### src/rtl/fifo_wr_arbiter.sv
// fifo_wr_arbiter: round-robin arbiter that shares one FIFO write port
// between NUM_REQ requesters. Each accepted beat is tagged with its
// requester ID. Once a multi-beat burst has started, the grant stays with
// that requester until its last beat, so bursts never interleave in the FIFO.
//
// Handshake: requester k's beat moves when req_valid_i[k] && req_ready_o[k].
// On the FIFO side a beat is written when fifo_wr_valid_o is high. That
// strobe already includes !fifo_full_i, so the FIFO needs no ready of its own.
// Ready depends combinationally on valid and full. Valid never depends on ready.
//
// busy_o is the FSM state (BURST) exposed for observation.
module fifo_wr_arbiter #(
  parameter int NUM_REQ    = 4,
  parameter int DATA_WIDTH = 32,
  parameter int ID_WIDTH   = $clog2(NUM_REQ)
) (
  input  logic                           clk,
  input  logic                           rst_n,
  input  logic [NUM_REQ-1:0]             req_valid_i,
  input  logic [NUM_REQ-1:0]             req_last_i,
  input  logic [NUM_REQ*DATA_WIDTH-1:0]  req_data_i,
  output logic [NUM_REQ-1:0]             req_ready_o,
  output logic                           fifo_wr_valid_o,
  output logic [ID_WIDTH+DATA_WIDTH-1:0] fifo_data_o,
  input  logic                           fifo_full_i,
  output logic                           busy_o,
  output logic [ID_WIDTH-1:0]            grant_id_o
);

  localparam logic [ID_WIDTH:0] NUM_REQ_W = (ID_WIDTH+1)'(NUM_REQ);

  typedef enum logic {IDLE = 1'b0, BURST = 1'b1} state_t;

  state_t              state;
  logic [ID_WIDTH-1:0] grant_q;
  logic [ID_WIDTH-1:0] rr_ptr;

  logic [DATA_WIDTH-1:0] data_arr [NUM_REQ];
  logic [ID_WIDTH-1:0]   cand;
  logic [ID_WIDTH-1:0]   winner;
  logic                  winner_found;
  logic                  xfer;
  logic                  winner_last;

  // Modular add within 0..NUM_REQ-1. The wrap is explicit so that a
  // non-power-of-two NUM_REQ never produces an out-of-range ID.
  function automatic logic [ID_WIDTH-1:0] wrap_add(input logic [ID_WIDTH-1:0] base,
                                                   input logic [ID_WIDTH:0]   ofs);
    logic [ID_WIDTH:0] s;
    s = {1'b0, base} + ofs;
    if (s >= NUM_REQ_W) s = s - NUM_REQ_W;
    return s[ID_WIDTH-1:0];
  endfunction

  // Split the flat data bus into one slice per requester.
  always_comb begin
    for (int k = 0; k < NUM_REQ; k++) begin
      data_arr[k] = req_data_i[k*DATA_WIDTH +: DATA_WIDTH];
    end
  end

  // Winner selection: the burst owner in BURST; otherwise the first valid
  // requester starting at rr_ptr. While reset is asserted nothing is
  // selected, so all outputs stay at zero even if requesters are valid.
  always_comb begin
    winner       = '0;
    winner_found = 1'b0;
    cand         = '0;
    if (rst_n) begin
      if (state == BURST) begin
        winner       = grant_q;
        winner_found = 1'b1;
      end else begin
        for (int i = 0; i < NUM_REQ; i++) begin
          cand = wrap_add(rr_ptr, (ID_WIDTH+1)'(i));
          if (!winner_found && req_valid_i[cand]) begin
            winner       = cand;
            winner_found = 1'b1;
          end
        end
      end
    end
  end

  // Transfer qualification and the output datapath.
  always_comb begin
    xfer            = winner_found && req_valid_i[winner] && !fifo_full_i;
    winner_last     = req_last_i[winner];
    fifo_wr_valid_o = xfer;
    fifo_data_o     = winner_found ? {winner, data_arr[winner]} : '0;
    grant_id_o      = winner;
    busy_o          = (state == BURST);
    for (int k = 0; k < NUM_REQ; k++) begin
      req_ready_o[k] = xfer && (winner == ID_WIDTH'(k));
    end
  end

  // FSM: a burst is locked in on a non-last beat accepted in IDLE. The
  // pointer advances past a requester only when its burst completes.
  always_ff @(posedge clk or negedge rst_n) begin
    if (!rst_n) begin
      state   <= IDLE;
      grant_q <= '0;
      rr_ptr  <= '0;
    end else if (xfer) begin
      if (state == IDLE) begin
        if (winner_last) begin
          rr_ptr <= wrap_add(winner, (ID_WIDTH+1)'(1));
        end else begin
          state   <= BURST;
          grant_q <= winner;
        end
      end else if (winner_last) begin
        state  <= IDLE;
        rr_ptr <= wrap_add(grant_q, (ID_WIDTH+1)'(1));
      end
    end
  end

endmodule

### config.mk
export PLATFORM = sky130hd
export DESIGN_NAME = fifo_wr_arbiter
export DESIGN_NICKNAME = d
export VERILOG_FILES = /design/src/rtl/fifo_wr_arbiter.sv
export SDC_FILE = /design/constraint.sdc
export NUM_CORES = 1
export LEC_CHECK = 0
export CELL_PAD_IN_SITES_DETAIL_PLACEMENT = 0
export CELL_PAD_IN_SITES_GLOBAL_PLACEMENT = 2
export CORE_UTILIZATION = 15
export DETAILED_ROUTE_END_ITERATION = 6
export GPL_ROUTABILITY_DRIVEN = 0
export PLACE_DENSITY_LB_ADDON = 0.05
export SETUP_SLACK_MARGIN = 0.5
export SYNTH_ARGS = -nofsm -noshare
export SYNTH_HDL_FRONTEND = slang
export SYNTH_SLANG_ARGS = --single-unit
### constraint.sdc
create_clock -name clk -period 5.48 [get_ports clk]
set_input_delay 1.096 -clock clk [delete_from_list [all_inputs] [get_ports clk]]
set_output_delay 1.096 -clock clk [all_outputs]
set_load 0.005 [all_outputs]
==> impl_metrics.yaml <==
hold_path:
  hold_end: "grant_q[0]"
  hold_path.class: "flip-flop to flip-flop"
  hold_depth: 2
  hold_start: "grant_q[0]"
sta:
  report.final.setup_viol: 0
  relSlewSlack: 0.681
  drv_slew: 0
  rsz0062_at_grt: "true"
  tightest_slew_ps: 478
  post-route-period-util: 0.905
  hold_violations: 0
  period_minus_slack_ps: 4960
  fmax_mhz: 202
  setup-tns-final_ps: 0
  fin_skew_ps: 0.871
  worst_slack_ps: 521
global_route:
  grt_max_degree: 39
  grt_pass1_vias: 2272
  antenna_found_initial: 0
  grt_pass1_wl_um: 11900
  grt_use_total: 0.135
  grt-ovfl-total: 0
final_layout:
  antenna_cells: 0
  finalCoreUtilization: 0.358
  fillers: 1083
  fin_nets: 477
  syn_to_final_growth_pct: 133
  stdcell_count: 477
  seqCellArea_um2: 125
  multi_input_area_um2: 1430
  drive_above_1_share: 0.184
clock_network:
  clock-root-buffer: "clkbuf_8"
  htree_levels: 1
  numCtsBuffers: 3
  clock_sinks: 5
  cts_tree: "done"
  clock_path_buffers: 2
  path_clk_slew_ps: 30
  clk_latency_ps: 220
  ctsHoldBuffers: 0
run_status:
  outcome: "finished clean"
synthesis:
  async_flop_share: 1.00
  synth_top_family_by_area: "multiplexers"
  synthAdderAreaFrac: 0
  synthMuxAreaShare: 0.511
  synth.most_common_cell: "nor2b_1"
  synthFlopType: "dfrtp_1"
  synth.avg_cell_area_um2: 11.1
  syn-num-nets: 288
  netlist_instances: 149
  synth_xor_area_frac: 0
  synth_compound_area_frac: 0.112
  synth-edff-count: 0
  synth_top_cell_by_area: "mux4_2"
  synth_top_area_frac: 0.394
  synth.ff_latch_count: 5
  syn_area_um2: 1660
  yosysUniqueCellTypes: 43
  ys_seq_area_frac: 0.0754
  ys_warn_count: 0
  ys_top_cells_by_area: "mux4_2 39%, nor2b_1 13%, dfrtp_1 7.5%"
  yosys.area_share.simple: 0.225
  synth_commonest_cells: "35 x nor2b_1, 29 x mux4_2, 9 x inv_1"
pwr:
  pwr-share-seq: 0.065
  p_leak_nw: 1.65
  internal_power_w: 0.000919
  ir_worst_vdd_mv: 0.186
  power.switching_w: 0.000496
  combPwrFrac: 0.887
  power_frac_clock: 0.048
  powerDensity_nw_per_um2: 366
  swShare: 0.350
routing:
  routed_wl_um: 7950
  wl_per_cell_um: 16.7
  num_vias: 2034
  vias_per_cell: 4.26
  ant_nets: 0
  drt-initial-drc-count: 36
  drtPass1Iterations: 6
  drcViolationCount: 0
worst_setup_path:
  critPathMaxFanout: 9
  arrival_ps: 3860
  rr_worst_depth: 10
  critPathKind: "input pin to output pin"
  reg2reg_from: "rr_ptr[1]"
  r2r_slack_ps: 2660
  cp.required_ps: 4380
  start_kind: "input pin"
  cp-startpoint: "req_valid_i[1]"
  cp-end-kind: "output pin"
  r2r-end: "rr_ptr[1]"
run:
  max_cap_violations: 0
die:
  ios: 181
  die_height_um: 107
  die_w_um: 107
  die-area_um2: 11500
  rows: 38
  initial_core_util: 0.154
  coreArea_um2: 10800
placement:
  port_buffers: 180
  place_ws_ps: 214
  hpwl_um: 6710
  dp.cells: 463
routing by layer:
layer,track usage,up-vias,routed length (um)
met4,0.00294,0,0
met2,0.253,90,4270
li1,-,961,-
met5,0,-,0
met1,0.146,983,2800
met3,0.0632,0,868
through the flow:
step	instance area (um^2)	hold slack, ps	total power, W
detailed placement	3640	540	0.00128
floorplan	1660	506	0.000762
global placement	3640	530	0.00130
global route	3870	569	0.00153
finish	3870	539	0.00142
CTS	3730	545	0.00139
worst max-delay path by stage:
| stage | to | depth (start not counted) | slack, ps |
|---|---|---|---|
| 3_5_place_dp | fifo_data_o[22] | 9 | 210 |
| 5_1_grt | fifo_data_o[22] | 10 | 440 |
| 3_3_place_gp | fifo_data_o[22] | 9 | 220 |
| 2_1_floorplan | fifo_data_o[22] | 8 | 1350 |
| 6_report | fifo_data_o[22] | 10 | 520 |
| 4_1_cts | fifo_data_o[22] | 9 | 450 |
worst max-delay path, stage by stage:
cell and delay, ps:
clkdlybuf4s50_1 440, mux4_2 460, o21ai_1 160, o31a_4 160, o21bai_4 120, buf_12 160, buf_12 130, mux4_1 520
nor2b_1 140, clkdlybuf4s50_1 460
final cells by class:
class | instances | area share
clock buffers | 4 | 0.0116
inverters | 9 | 0.00873
multi-input cells | 121 | 0.369
flip-flops and latches | 5 | 0.0323
well taps | 140 | 0.0453
repair buffers | 198 | 0.533
what timing repair did:
| action | 4_1_cts | 5_1_grt |
|---|---|---|
| gates cloned | 0 | 1 |
| hold endpoints to repair | 0 | 0 |
| pin swaps | 0 | 1 |
| setup endpoints to repair | 34 | 31 |
| setup buffers | 4 | 5 |
| resized for setup | 5 | 22 |
cell usage in the layout (no fill, tap or decap), types with 3 or more instances in the layout:
cell type        count
nor3_1               6
dlygate4sd2_1        5
clkbuf_8             3
dlymetal6s2s_1      19
dfrtp_1              5
mux2i_1              5
nand2_1              3
buf_4               11
clkdlybuf4s50_1    156
nor2_1               6
mux4_1               4
inv_1                9
mux4_2              29
buf_12               5
nor2b_1             35
power groups by stage:
stage | Combinational [W] | Sequential, W | Clock, W
finish | 0.00126 | 0.0000921 | 0.0000672
global route | 0.00136 | 0.0000982 | 0.0000720
CTS | 0.00123 | 0.0000924 | 0.0000693
detailed placement | 0.00119 | 0.0000931 | 0
global placement | 0.00121 | 0.0000934 | 0
floorplan | 0.000695 | 0.0000665 | 0
flip-flops by register name, summed over array words and instances (netlist names):
name,flops
busy_o,1
grant_q,2
rr_ptr,2
cell families after synthesis:
| kind of cell | count (synthesis) |
|---|---|
| AOI/OAI and AO/OA | 19 |
| buffers and inverters | 23 |
| DFF | 5 |
| muxes | 41 |
| and+or+nand+nor | 61 |
No activity file was read; power rests on OpenSTA's default activity.
